--- src/rtl/vga_sprite_overlay.sv ---
// Sprite overlay: composites a solid-colour movable box onto a VGA pixel stream.
// Position moves on a periodic tick from direction buttons and is latched into
// the displayed position only at the start of a frame (falling edge of iVS).
module vga_sprite_overlay #(
    parameter int unsigned H_ACTIVE   = 640,
    parameter int unsigned V_ACTIVE   = 480,
    parameter int unsigned SPRITE_W   = 30,
    parameter int unsigned SPRITE_H   = 30,
    parameter int unsigned STEP_DIV   = 25000,
    parameter int unsigned STEP_PX    = 1,
    parameter logic [23:0] SPRITE_BGR = 24'h000ABC,
    parameter int unsigned WRAP_MODE  = 0
) (
    input  logic        iVGA_CLK,
    input  logic        iRST_n,
    input  logic        up,
    input  logic        down,
    input  logic        left,
    input  logic        right,
    input  logic        iBLANK_n,
    input  logic        iHS,
    input  logic        iVS,
    input  logic [23:0] iBGR,
    output logic [23:0] oBGR,
    output logic        oBLANK_n,
    output logic        oHS,
    output logic        oVS,
    output logic [9:0]  oX,
    output logic [8:0]  oY
);

    localparam int unsigned XW = 10;
    localparam int unsigned YW = 9;
    localparam int unsigned CW = $clog2(STEP_DIV);

    // One extra bit so sums and comparisons never overflow
    typedef logic [XW:0] xw_t;
    typedef logic [YW:0] yw_t;

    localparam xw_t XMAX = xw_t'(H_ACTIVE - SPRITE_W);
    localparam yw_t YMAX = yw_t'(V_ACTIVE - SPRITE_H);

    logic [XW-1:0] px;
    logic [YW-1:0] py;
    logic [CW-1:0] tick_cnt;
    logic          tick_c;
    logic          vs_q;
    logic [XW-1:0] nx;
    logic [YW-1:0] ny;
    logic [XW-1:0] nx_next_c;
    logic [YW-1:0] ny_next_c;
    xw_t           x_sum_c;
    yw_t           y_sum_c;
    logic          inside_c;

    assign tick_c = (tick_cnt == CW'(STEP_DIV - 1));

    // Pixel position counters, cleared during vertical sync
    always_ff @(posedge iVGA_CLK or negedge iRST_n) begin
        if (!iRST_n) begin
            px <= '0;
            py <= '0;
        end else if (!iVS) begin
            px <= '0;
            py <= '0;
        end else if (iBLANK_n) begin
            if (px == XW'(H_ACTIVE - 1)) begin
                px <= '0;
                py <= py + YW'(1);
            end else begin
                px <= px + XW'(1);
            end
        end
    end

    // Movement tick divider
    always_ff @(posedge iVGA_CLK or negedge iRST_n) begin
        if (!iRST_n) begin
            tick_cnt <= '0;
        end else if (tick_c) begin
            tick_cnt <= '0;
        end else begin
            tick_cnt <= tick_cnt + CW'(1);
        end
    end

    // Next horizontal pending position: opposing buttons cancel; clamp or wrap at edges
    always_comb begin
        nx_next_c = nx;
        x_sum_c   = {1'b0, nx} + xw_t'(STEP_PX);
        if (right && !left) begin
            if (x_sum_c > XMAX) begin
                nx_next_c = (WRAP_MODE != 0) ? '0 : XMAX[XW-1:0];
            end else begin
                nx_next_c = x_sum_c[XW-1:0];
            end
        end else if (left && !right) begin
            if ({1'b0, nx} < xw_t'(STEP_PX)) begin
                nx_next_c = (WRAP_MODE != 0) ? XMAX[XW-1:0] : '0;
            end else begin
                nx_next_c = nx - XW'(STEP_PX);
            end
        end
    end

    // Next vertical pending position: down is positive
    always_comb begin
        ny_next_c = ny;
        y_sum_c   = {1'b0, ny} + yw_t'(STEP_PX);
        if (down && !up) begin
            if (y_sum_c > YMAX) begin
                ny_next_c = (WRAP_MODE != 0) ? '0 : YMAX[YW-1:0];
            end else begin
                ny_next_c = y_sum_c[YW-1:0];
            end
        end else if (up && !down) begin
            if ({1'b0, ny} < yw_t'(STEP_PX)) begin
                ny_next_c = (WRAP_MODE != 0) ? YMAX[YW-1:0] : '0;
            end else begin
                ny_next_c = ny - YW'(STEP_PX);
            end
        end
    end

    // Pending position: buttons are only looked at on tick clocks
    always_ff @(posedge iVGA_CLK or negedge iRST_n) begin
        if (!iRST_n) begin
            nx <= '0;
            ny <= '0;
        end else if (tick_c) begin
            nx <= nx_next_c;
            ny <= ny_next_c;
        end
    end

    // Frame commit: the drawn position takes the pre-tick pending value on the iVS fall
    always_ff @(posedge iVGA_CLK or negedge iRST_n) begin
        if (!iRST_n) begin
            vs_q <= 1'b1;
            oX   <= '0;
            oY   <= '0;
        end else begin
            vs_q <= iVS;
            if (vs_q && !iVS) begin
                oX <= nx;
                oY <= ny;
            end
        end
    end

    // Sprite hit test on the current pixel
    always_comb begin
        inside_c = ({1'b0, px} >= {1'b0, oX}) &&
                   ({1'b0, px} <  ({1'b0, oX} + xw_t'(SPRITE_W))) &&
                   ({1'b0, py} >= {1'b0, oY}) &&
                   ({1'b0, py} <  ({1'b0, oY} + yw_t'(SPRITE_H)));
    end

    // Composite pixel and delay timing by one clock to stay aligned
    always_ff @(posedge iVGA_CLK or negedge iRST_n) begin
        if (!iRST_n) begin
            oBGR     <= '0;
            oBLANK_n <= 1'b0;
            oHS      <= 1'b1;
            oVS      <= 1'b1;
        end else begin
            if (!iBLANK_n) begin
                oBGR <= '0;
            end else if (inside_c) begin
                oBGR <= SPRITE_BGR;
            end else begin
                oBGR <= iBGR;
            end
            oBLANK_n <= iBLANK_n;
            oHS      <= iHS;
            oVS      <= iVS;
        end
    end

endmodule

--- config.mk ---
export PLATFORM = sky130hd
export DESIGN_NAME = vga_sprite_overlay
export DESIGN_NICKNAME = d
export VERILOG_FILES = /design/src/rtl/vga_sprite_overlay.sv
export SDC_FILE = /design/constraint.sdc
export NUM_CORES = 1
export LEC_CHECK = 0
export BUFFER_PORTS_ARGS = -buffer_cell sky130_fd_sc_hd__buf_2
export CAP_MARGIN = 40
export CORE_AREA = 2 2 99 148
export DETAILED_ROUTE_END_ITERATION = 8
export DIE_AREA = 0 0 101 150
export SLEW_MARGIN = 20
export SYNTH_ARGS = -nofsm -noshare
export SYNTH_HDL_FRONTEND = slang
export SYNTH_SLANG_ARGS = --single-unit
--- constraint.sdc ---
create_clock -name iVGA_CLK -period 3.6 [get_ports iVGA_CLK]
set_clock_uncertainty 0.05 [all_clocks]
set_input_delay 0 -clock iVGA_CLK [delete_from_list [all_inputs] [get_ports iVGA_CLK]]
set_output_delay 0 -clock iVGA_CLK [all_outputs]
set_load 0.005 [all_outputs]
==> impl_metrics.toml <==
[cts]
clkLatencyLatePin_ps = 350
buffer_depth_of_the_longest_clock_path = 2
cts_tree = "done"
numCtsBuffers = 9
cts.htree.levels = 3
ctsRootBufferMaster = "sky130_fd_sc_hd__clkbuf_16"
tritoncts_num_sinks = 99
clock_pin_slew_worst_setup_and_hold_paths_ps = 60

[timing]
timing.final.setup_violations = 0
worstMarginPinSlew_ps = 614
max_slew_violations = 0
min_period_over_period = 0.842
timing.max_slew.rel_slack = 0.591
period_needed_ps = 3030
fin_ws_ps = 570
report.final.hold_viol_count = 0
rsz0062_at_grt = "false"
final.setup.tns_ps = 0
max_freq_mhz = 330

[power]
sw_frac_of_total = 0.231
switchingPower_w = 0.000522
p_int_w = 0.00174
seq_power_share = 0.511
static_leakage_power_nw = 3.39
pwr_density_cell_nw_per_um2 = 315
share_of_power_burned_in_the_clock_network = 0.397
power_w = 0.00226
combPwrFrac = 0.092
vdd.ir_drop.worst_mv = 0.184

[critical_path]
setup.worst_path.end_class = "flop"
worst_setup_path_class = "reg -> reg"
ff2ff_path_depth = 11
timing.reg2reg.setup_slack_ps = 570
cp_common_cell = "sky130_fd_sc_hd__nand4_1"
crit_path_max_fanout = 24
timing.critical_path.cells = "or4_1 -> nand4_1 -> xnor2_1 -> ha_1 -> a21o_1 -> a21oi_1 -> nor2_1 -> a2111oi_0 -> nand4_1 -> buf_4 -> and3_1"
cell_family_contributing_the_most_delay_on_the_critical_path = "simple AND/OR/NAND/NOR gates"
critical_path_required_ps = 3780
critical_path.startpoint_type = "flop"
r2r-start = "oX[3]"
worst_ep_arrival_time_ps = 3210
timing.rr.end = "oBGR[6]"
worst_path_max_delay_cell = "sky130_fd_sc_hd__or4_1"
delay_of_the_slowest_cell_on_the_worst_path_ps = 610
worstPathBufferInverterCount = 1

[cells_and_area]
layout.cells.most_common = "sky130_fd_sc_hd__dfrtp_1"
antenna-diode-count = 0
syn2layout_area_growth_pct = 17.2
fin_nets = 818
layout-drive-gt1-share = 0.172
post-route-cell-area_sq_um = 7170
finalNonFillerCells = 904
mostFrequentLayoutCells = "sky130_fd_sc_hd__dfrtp_1, sky130_fd_sc_hd__buf_2, sky130_fd_sc_hd__nand2_1, sky130_fd_sc_hd__ha_1, sky130_fd_sc_hd__inv_1"

[synth]
ys_seq_elements = 99
synth.lib_cells_used.distinct = 71
synth-edff-count = 0
synthesis.nets = 723
asyncSetResetFlopFracSynth = 1.00
synthesis.yosys.warnings = 0
synth.avg_cell_area_sq_um = 9.55
ys.flop_type = "sky130_fd_sc_hd__dfrtp_1"
syn-cell-area_sq_um = 6120
synth.largest_area_cell = "sky130_fd_sc_hd__dfrtp_1"
ys_seq_area_frac = 0.405
yosys-top-cells-area = "sky130_fd_sc_hd__dfrtp_1, sky130_fd_sc_hd__ha_1, sky130_fd_sc_hd__xnor2_1"
post-synth-top-area-fraction = 0.396
postSynthCellCount = 641

[flow_run]
max_cap_violations = 0

[floorplan]
initial_core_util = 0.440
die_w_microns = 101
area_enclosed_by_the_die_boundary_sq_um = 15200
num_io_pins = 79
core-area_sq_um = 13900
floorplan.die.height_microns = 150
row_count = 53

[detailed_routing]
avgViaCountPerCell = 5.58
antenna_left = 0
drcViolationCount = 0
wl_per_cell_microns = 15.6
wl_microns = 14100
drt_pass1_iterations = 5
detailedRoute.firstIterationViolations = 218
route.vias.total = 5042

[placement]
post-place-cells = 862
buffer_ports.inserted = 78
dp_slack_ps = 608
dpl.hpwl_microns = 10500
place_area_sq_um = 6620
gp_routability_congestion = 0.918

[global_route]
antenna_found_initial = 0
vias_in_the_first_global_route = 4987
grt_max_degree = 44
grt_first_pass_wirelength_microns = 23500
grt.total_usage = 0.193
grt.overflow.total = 0

[hold_path]
holdCritPathClass = "in -> async"

[status]
outcome = "finished clean"
-- registers in the layout, indices dropped and copies added, names as in the netlist --
| signal | cells |
|---|---|
| oBGR | 24 |
| tick_cnt | 15 |
| nx | 10 |
| oX | 10 |
| px | 10 |
| ny | 9 |
| oY | 9 |
| py | 9 |
| oBLANK_n | 1 |
| oHS | 1 |
| oVS | 1 |
-- kinds of logic after synthesis --
| kind of cell | share of synthesized area |
|---|---|
| compound gates | 0.153 |
| xor+xnor | 0.0587 |
| fa+ha+maj | 0.100 |
| buf+inv | 0.0517 |
| flops | 0.405 |
| mux | 0.0243 |
| simple gates | 0.207 |
-- worst reg2reg max path, delay by kind of cell (launching register included) --
kind,cells,cell delay (ps)
DFF,1,430
buffers and inverters,1,230
xor gates and xnor gates,1,120
and+or+nand+nor,5,1160
AOI/OAI and AO/OA,3,670
adders and majority gates,1,260
-- worst max path at each step --
stage / cells after the start / slack (ps) / to / startpoint
finish: 11 / 570 / oBGR[6] / oX[3]
floorplan: 11 / 790 / oBGR[20] / oX[3]
global route: 11 / 430 / oBGR[22] / oX[3]
detailed placement: 11 / 610 / oBGR[6] / oX[3]
CTS: 11 / 570 / oBGR[6] / oX[3]
global placement: 11 / 730 / oBGR[17] / oX[3]
-- routing by layer --
| metal | vias up | wire (microns) | GRT usage |
|---|---|---|---|
| li1 | 2475 | - | - |
| met2 | 145 | 7400 | 0.356 |
| met3 | 34 | 557 | 0.0257 |
| met1 | 2388 | 5750 | 0.219 |
| met4 | 0 | 386 | 0.0804 |
| met5 | - | 0 | 0 |
-- power groups by stage --
stage | clock network [W] | logic [W] | registers (W)
2_1_floorplan | 0 | 0.0000856 | 0.00118
3_3_place_gp | 0 | 0.000177 | 0.00117
3_5_place_dp | 0 | 0.000186 | 0.00118
4_1_cts | 0.000924 | 0.000211 | 0.00115
5_1_grt | 0.000968 | 0.000238 | 0.00116
6_report | 0.000896 | 0.000208 | 0.00115
-- Yosys cell counts (4+ instances only) --
library cell,count
sky130_fd_sc_hd__or3_1,7
sky130_fd_sc_hd__a31oi_1,7
sky130_fd_sc_hd__nand3_1,18
sky130_fd_sc_hd__o31ai_1,4
sky130_fd_sc_hd__o21ai_0,32
sky130_fd_sc_hd__nand2_1,53
sky130_fd_sc_hd__inv_1,41
sky130_fd_sc_hd__nand2b_1,9
sky130_fd_sc_hd__a2111oi_0,4
sky130_fd_sc_hd__buf_2,8
sky130_fd_sc_hd__o211ai_1,5
sky130_fd_sc_hd__o22ai_1,5
sky130_fd_sc_hd__nand4_1,16
sky130_fd_sc_hd__ha_1,49
sky130_fd_sc_hd__nor2_1,36
sky130_fd_sc_hd__and3_1,23
sky130_fd_sc_hd__mux2_2,11
sky130_fd_sc_hd__a22oi_1,4
sky130_fd_sc_hd__and4_1,4
sky130_fd_sc_hd__a211oi_1,5
sky130_fd_sc_hd__and2_1,17
sky130_fd_sc_hd__o21a_1,7
sky130_fd_sc_hd__clkbuf_1,10
sky130_fd_sc_hd__xor2_1,11
sky130_fd_sc_hd__a22o_1,4
sky130_fd_sc_hd__xnor2_1,30
sky130_fd_sc_hd__a21oi_1,30
sky130_fd_sc_hd__dfrtp_1,97
sky130_fd_sc_hd__nor3_1,19
sky130_fd_sc_hd__o221ai_1,5
sky130_fd_sc_hd__a21o_1,6
-- repair_timing --
| action | in CTS | in global routing |
|---|---|---|
| hold buffers | 28 | 0 |
| hold endpoints to repair | 104 | 0 |
| buffers inserted | 0 | 0 |
| resized for setup | 0 | 0 |
-- stage by stage --
step | hold slack, ps | utilization
after floorplan | -346 | -
after global placement | 54.7 | 0.473
after detailed placement | -69.5 | 0.476
after CTS | 104 | 0.515
after global routing | 149 | 0.515
final | 90.0 | 0.515
-- layout make-up --
class / count / area, sq um
Clock buffer: 12 / 256
Sequential cell: 99 / 2480
Fill cell: 1256 / 6750
Timing Repair Buffer: 111 / 731
Multi-Input combinational cell: 472 / 3330
Inverter: 43 / 161
Tap cell: 165 / 206
Clock inverter: 2 / 12.5
No activity file was read; power rests on OpenSTA's default activity.
